<file path="src/rtl/hazard_ctrl_pkg.sv">
// Shared pipeline package: forward-select codes, hazard FSM states and the
// stage-enable bundle. The execute stage decodes the same fwd_e values on
// its operand muxes.
package hazard_ctrl_pkg;

  localparam int REG_W = 5;

  // Execute operand source select
  typedef enum logic [1:0] {
    FWD_RF   = 2'b00,  // register file read data
    FWD_XM   = 2'b01,  // EX/MEM ALU result
    FWD_MW   = 2'b10,  // MEM/WB write-back data
    FWD_ZERO = 2'b11   // constant zero, never selected by hazard_ctrl
  } fwd_e;

  typedef enum logic [1:0] {
    ST_RUN      = 2'b00,
    ST_LU_STALL = 2'b01,
    ST_BR_FLUSH = 2'b10,
    ST_MEM_WAIT = 2'b11
  } hz_state_e;

  // Pipeline register write enables, PC first
  typedef struct packed {
    logic pc;
    logic fd;
    logic dx;
    logic xm;
    logic mw;
  } stage_en_t;

endpackage

</file>
<file path="src/rtl/hazard_ctrl_fwd_sel.sv">
// fwd_sel: forward code for one execute source operand.
//   src            : source register read by the execute instruction
//   wr_xm, sel_xm  : EX/MEM writes the register file, and its destination
//   wr_mw, sel_mw  : MEM/WB writes the register file, and its destination
//   code           : FWD_XM / FWD_MW / FWD_RF
// EX/MEM wins because it holds the younger value; r0 is hardwired zero and
// is never forwarded.
module fwd_sel
  import hazard_ctrl_pkg::*;
(
  input  logic [REG_W-1:0] src,
  input  logic             wr_xm,
  input  logic [REG_W-1:0] sel_xm,
  input  logic             wr_mw,
  input  logic [REG_W-1:0] sel_mw,
  output fwd_e             code
);

  always_comb begin
    code = FWD_RF;
    if (wr_xm && (sel_xm != '0) && (sel_xm == src))
      code = FWD_XM;
    else if (wr_mw && (sel_mw != '0) && (sel_mw == src))
      code = FWD_MW;
  end

endmodule

</file>
<file path="src/rtl/hazard_ctrl.sv">
// hazard_ctrl: forwarding selects, stall/flush control and statistics for a
// 5-stage pipeline.
//   clock, reset                 : single clock, synchronous active-high reset
//   rs_FD, rt_FD, useRt_FD       : decode-stage sources
//   rs_DX, rt_DX                 : execute-stage sources
//   regWriteSel_*, regWrite_*    : destination / write flag per stage
//   memRead_DX                   : execute instruction is a load
//   branchTaken                  : execute resolved a taken branch/jump
//   memBusy                      : data memory not ready, freeze everything
//   forwardA, forwardB           : execute operand selects (fwd_e)
//   pcWrite..mwWrite             : stage register enables
//   flushFD, bubbleDX            : squash FD / inject NOP into DX
//   stallCycles, flushCount      : saturating statistics counters
// All control outputs are Mealy: state plus the current cycle's inputs.
module hazard_ctrl
  import hazard_ctrl_pkg::*;
#(
  parameter int CNT_W = 16
) (
  input  logic             clock,
  input  logic             reset,
  input  logic [REG_W-1:0] rs_FD,
  input  logic [REG_W-1:0] rt_FD,
  input  logic             useRt_FD,
  input  logic [REG_W-1:0] rs_DX,
  input  logic [REG_W-1:0] rt_DX,
  input  logic [REG_W-1:0] regWriteSel_DX,
  input  logic [REG_W-1:0] regWriteSel_XM,
  input  logic [REG_W-1:0] regWriteSel_MW,
  input  logic             regWrite_DX,
  input  logic             regWrite_XM,
  input  logic             regWrite_MW,
  input  logic             memRead_DX,
  input  logic             branchTaken,
  input  logic             memBusy,
  output logic [1:0]       forwardA,
  output logic [1:0]       forwardB,
  output logic             pcWrite,
  output logic             fdWrite,
  output logic             dxWrite,
  output logic             xmWrite,
  output logic             mwWrite,
  output logic             flushFD,
  output logic             bubbleDX,
  output logic [CNT_W-1:0] stallCycles,
  output logic [CNT_W-1:0] flushCount
);

  hz_state_e  state, state_n;
  stage_en_t  en;
  fwd_e       fwd_a, fwd_b;
  logic       lu_raw, lu_hit;
  logic [CNT_W-1:0] stall_q, flush_q;

  // Loads always write a destination, so the DX write flag adds nothing to
  // load-use detection; it stays on the port list for interface symmetry.
  logic unused_rw_dx;
  assign unused_rw_dx = regWrite_DX;

  fwd_sel u_fwd_a (
    .src(rs_DX), .wr_xm(regWrite_XM), .sel_xm(regWriteSel_XM),
    .wr_mw(regWrite_MW), .sel_mw(regWriteSel_MW), .code(fwd_a)
  );

  fwd_sel u_fwd_b (
    .src(rt_DX), .wr_xm(regWrite_XM), .sel_xm(regWriteSel_XM),
    .wr_mw(regWrite_MW), .sel_mw(regWriteSel_MW), .code(fwd_b)
  );

  assign forwardA = reset ? FWD_RF : fwd_a;
  assign forwardB = reset ? FWD_RF : fwd_b;

  assign lu_raw = memRead_DX && (regWriteSel_DX != '0) &&
                  ((regWriteSel_DX == rs_FD) ||
                   (useRt_FD && (regWriteSel_DX == rt_FD)));
  // After a stall or flush DX holds a bubble, so any match is stale; this
  // also bounds a load-use stall to one cycle. MEM_WAIT does not suppress,
  // so a held load-use is serviced once memory frees up.
  assign lu_hit = lu_raw && (state != ST_LU_STALL) && (state != ST_BR_FLUSH);

  // State register
  always_ff @(posedge clock) begin
    if (reset) state <= ST_RUN;
    else       state <= state_n;
  end

  // Next state
  always_comb begin
    state_n = ST_RUN;
    if (memBusy)          state_n = ST_MEM_WAIT;
    else if (branchTaken) state_n = ST_BR_FLUSH;
    else if (lu_hit)      state_n = ST_LU_STALL;
  end

  // Outputs
  always_comb begin
    en       = '1;
    flushFD  = 1'b0;
    bubbleDX = 1'b0;
    if (!reset) begin
      if (memBusy) begin
        en = '0;
      end else if (branchTaken) begin
        flushFD  = 1'b1;
        bubbleDX = 1'b1;
      end else if (lu_hit) begin
        en.pc    = 1'b0;
        en.fd    = 1'b0;
        bubbleDX = 1'b1;
      end
    end
  end

  assign pcWrite = en.pc;
  assign fdWrite = en.fd;
  assign dxWrite = en.dx;
  assign xmWrite = en.xm;
  assign mwWrite = en.mw;

  always_ff @(posedge clock) begin
    if (reset) begin
      stall_q <= '0;
      flush_q <= '0;
    end else begin
      if (!en.pc && (stall_q != '1)) stall_q <= stall_q + 1'b1;
      if (flushFD && (flush_q != '1)) flush_q <= flush_q + 1'b1;
    end
  end

  // Registered counters lag reset by a cycle; mask so they read zero while
  // reset is held.
  assign stallCycles = reset ? '0 : stall_q;
  assign flushCount  = reset ? '0 : flush_q;

endmodule
</file>
<file path="config.mk">
export PLATFORM = sky130hd
export DESIGN_NAME = hazard_ctrl
export DESIGN_NICKNAME = d
export VERILOG_FILES = /design/src/rtl/hazard_ctrl_pkg.sv /design/src/rtl/hazard_ctrl_fwd_sel.sv /design/src/rtl/hazard_ctrl.sv
export SDC_FILE = /design/constraint.sdc
export NUM_CORES = 1
export LEC_CHECK = 0
export BUFFER_PORTS_ARGS = -buffer_cell sky130_fd_sc_hd__buf_2
export CELL_PAD_IN_SITES_DETAIL_PLACEMENT = 1
export CELL_PAD_IN_SITES_GLOBAL_PLACEMENT = 2
export CORE_MARGIN = 4
export CORE_UTILIZATION = 24
export DETAILED_ROUTE_END_ITERATION = 8
export GPL_TIMING_DRIVEN = 1
export MAX_ROUTING_LAYER = met4
export PLACE_DENSITY = 0.81
export SYNTH_ARGS = -nofsm -noshare
export SYNTH_HDL_FRONTEND = slang
export SYNTH_HIERARCHICAL = 1
export SYNTH_SLANG_ARGS = --single-unit
</file>
<file path="constraint.sdc">
create_clock -name clock -period 1.9 [get_ports clock]
set_input_delay 0 -clock clock [delete_from_list [all_inputs] [get_ports clock]]
set_output_delay 0 -clock clock [all_outputs]
set_load 0.1 [all_outputs]
</file>
==> impl_summary.txt <==
----------------------------------------------------
[Clocking]
  H-tree depth reported by CTS ... 2
  CTS Root Buffer Type ... clkbuf_8
  Clock buffer count from CTS ... 5
  Maximum buffer depth of the clock tree ... 2
  Clock transition at the registers of the reported paths ... ~0.080 ns
  Number of sinks on the clock net ... 34
  Latest clock arrival within the worst-skew pair ... between 0.2 and 0.3 ns
  TritonCTS clock tree ... yes

[Detailed routing]
  Detailed-route via count ... 2,322
  Total Routed Length ... roughly 7000 µm
  M1 WL ... around 2900 µm
  Post-detailed-route wirelength per cell ... around 14 µm
  Number of search-and-repair iterations in the first detailed-routing pass ... 4
  Uppermost layer routed ... met4
  Final ANT Viol Nets ... 0
  Post-DR vias/cell ... between 4 and 5
  DRC violations left ... 0
  Total met3 wirelength after detailed routing ... 371 µm
  Met2 wirelength from detailed routing ... 3640 µm
  Violation count after the first detailed-routing iteration ... 38

[Placement]
  Port bufs ... 85
  Final HPWL DP ... about 5500 µm
  RD Place Congestion ... slightly above 0.8
  Minimum setup slack after placement ... -0.0636 ns

[Worst hold path]
  Worst min-delay path class ... input port to flop
  Hold Path Cell Cnt ... 3

[Yosys]
  Synth top area share ... 0.304
  Syn Std Cell Area ... 2240 µm²
  Count of different cell masters after synthesis ... 37
  Post-Syn Area per Cell ... about 8 µm²
  Post-synthesis xor/xnor area fraction ... 0.157
  Simple-gate share of the synthesized area ... 0.356
  Main combinational cell family by area after synthesis ... simple AND/OR/NAND/NOR gates
  Fraction of the mapped netlist area in compound gates ... 0.0694
  Post-synthesis sequential area ratio ... 0.304
  Mapped Nets ... about 330
  Number of enable flip-flop cells after synthesis ... 0
  Adder-cell area share of the yosys netlist ... 0.0112
  Proportion of register bits with asynchronous set or reset after synthesis ... 0
  Most used standard cells in the synthesized netlist ... nor2_1 (45), dfxtp_1 (34), nor2b_1 (30), xor2_1 (21), nand2_1 (20)
  Most area-hungry cell type in the Yosys netlist ... dfxtp_1
  Ranking of synthesized cells by area ... dfxtp_1 (30%), nor2b_1 (8.4%), xor2_1 (8.2%)
  Mapped Cells ... 281
  Post-synthesis mux area share ... 0.0604
  Predominant post-synthesis flop cell ... dfxtp_1
  Most repeated cell in the gate-level netlist after synthesis ... nor2_1
  Number of warnings issued by yosys ... 6
  Flop and latch count out of synthesis ... 34

[Layout]
  Diodes inserted ... 0
  Nets ... roughly 440
  Syn-to-layout area delta ... 48.9%
  Layout cell share with drive strength beyond 1 ... 0.418
  Fraction of the core area covered by cells at the end of the flow ... 0.375
  Number of filler instances in the final layout ... roughly 1,100

[STA]
  Slack of the critical path ... -0.0609 ns
  Layout Skew ... around 0.006 ns
  Period minus WS final ... approximately 2 ns
  Peak clock frequency supported by timing ... 0.510 GHz
  Hold Fails Final Rpt ... 0
  Slew margin rel. ... 0.570
  Final setup viols ... 10
  Period utilization ... 1.03
  Setup repair after global routing missed its margin ... true
  Final Slew Violations ... 0
  Worst-margin pin slew ... around 0.64 ns
  Sum of negative setup slack ... -0.130 ns

[Setup path]
  Kind of capture point of the worst setup path ... flop
  Data arrival time of the critical path ... 2.14 ns
  Critical Path RT ... around 2.1 ns
  Startpoint-to-endpoint class of the critical path ... flop to flop
  Top fanout value on the critical path ... 4
  Number of cell instances on the worst register-to-register path ... 7
  Startpoint types ... flop

[Global route]
  Number of antenna violations at the first check in global routing ... 0
  Number of global-route vias before repair ... around 2,500
  Largest net degree at the start of global routing ... 57
  First-pass GRT wire length ... ~12,000 µm
  Global Route Usage Sum ... 0.131
  Global route overflow ... 0

[Floorplan]
  Initial standard-cell utilization of the core ... 0.252
  FP Rows ... 34
  Core Footprint ... between 8000 and 9000 µm²
  Number of placed I/O pins ... a little under 90
  Die area ... ~11,000 µm²
  Die Span Y ... 105 µm
  Floorplan die width ... between 100 and 150 µm

[Status]
  Status ... finished, violations left
  Violations in the final reports ... negative setup slack

[Power and ir drop]
  Worst vdd rail ir drop ... 0.375 mV
  Leak ... 0.00151 µW
  Cell area power density ... 577 nW/µm²

[Job]
  # Max-Cap Violations ... 0

----------------------------------------------------
worst paths after layout:
| kind | from | to | slack (ns) |
|---|---|---|---|
| max | state[0] | stall_q[3] | -0.06 |
| min | reset | state[1] | 0.06 |
| max reg2reg | state[0] | stall_q[3] | -0.06 |
| min reg2reg | flush_q[15] | flush_q[15] | 0.53 |
area by class of cell:
cell class / count / area (µm²) / share of cell area
clock inverter: 2 / 60.1 / 0.0180
clock buffer: 6 / 82.6 / 0.0248
timing repair buffer: 111 / 728 / 0.219
sequential: 34 / 682 / 0.205
multi-input combinational: 226 / 1600 / 0.480
tap: 108 / 135 / 0.0406
inverter: 11 / 45.0 / 0.0135
cells in the final DEF (no fill, tap or decap), types with 3 or more instances in the layout:
cell,n
nor3_1,6
a21oi_1,3
clkbuf_8,6
mux2_4,5
nand4_1,13
xnor2_1,19
buf_2,78
mux2i_1,3
a21o_1,4
nor3_2,4
mux2_1,4
buf_4,25
or4_1,3
xor2_1,20
o21ai_0,3
nand3_1,9
and3_1,3
nor2_2,6
dfxtp_1,33
nand2_1,19
nor4_1,4
buf_12,7
nor2b_1,20
and4_1,3
nor2_1,39
inv_1,10
nor2b_2,10
kinds of logic after synthesis:
logic type / count (synthesis)
AOI/OAI and AO/OA: 18
xor gates and xnor gates: 40
adders and majority gates: 2
buffers and inverters: 21
DFF: 34
muxes: 12
and+or+nand+nor: 154
through the flow:
step                power (µW)  cells  hold slack, ns  cell area, µm²
floorplan                  946    281           0.116            2310
CTS                       1950    496          0.0258            3260
finish                    1920    498          0.0558            3330
detailed placement        1090    486           0.287            3080
global route              2010    498          0.0515            3330
global placement          1080    486           0.274            3080
routing by layer:
metal | up-vias | track usage
met5 | - | -
li1 | 1169 | -
met3 | 5 | 0.0333
met2 | 54 | 0.237
met4 | 0 | 0.0256
met1 | 1094 | 0.146
where the power goes:
part	internal, µW	switching (µW)
registers	719	4.57
clock network	560	283
logic	139	216
critical path, cell delays in order, from the launching register on:
cell and delay (ns):
dfxtp_1 0.31, xnor2_1 0.15, o211ai_1 0.13, or3_4 0.36, o21ai_4 0.19, nand2_2 0.08, or3_4 0.33, mux2_4 0.30
what timing repair did:
item	in CTS	in global routing
resized for setup	3	13
hold buffers	1	0
buffers inserted	1	2
endpoints found under the hold margin	1	0
pin swaps	3	2
endpoints found under the setup margin	11	19
state kept, by name (all words and copies together) (netlist names):
signal,count
flush_q,16
state,2
stall_q,16
Power figures use the tool's default switching activity.
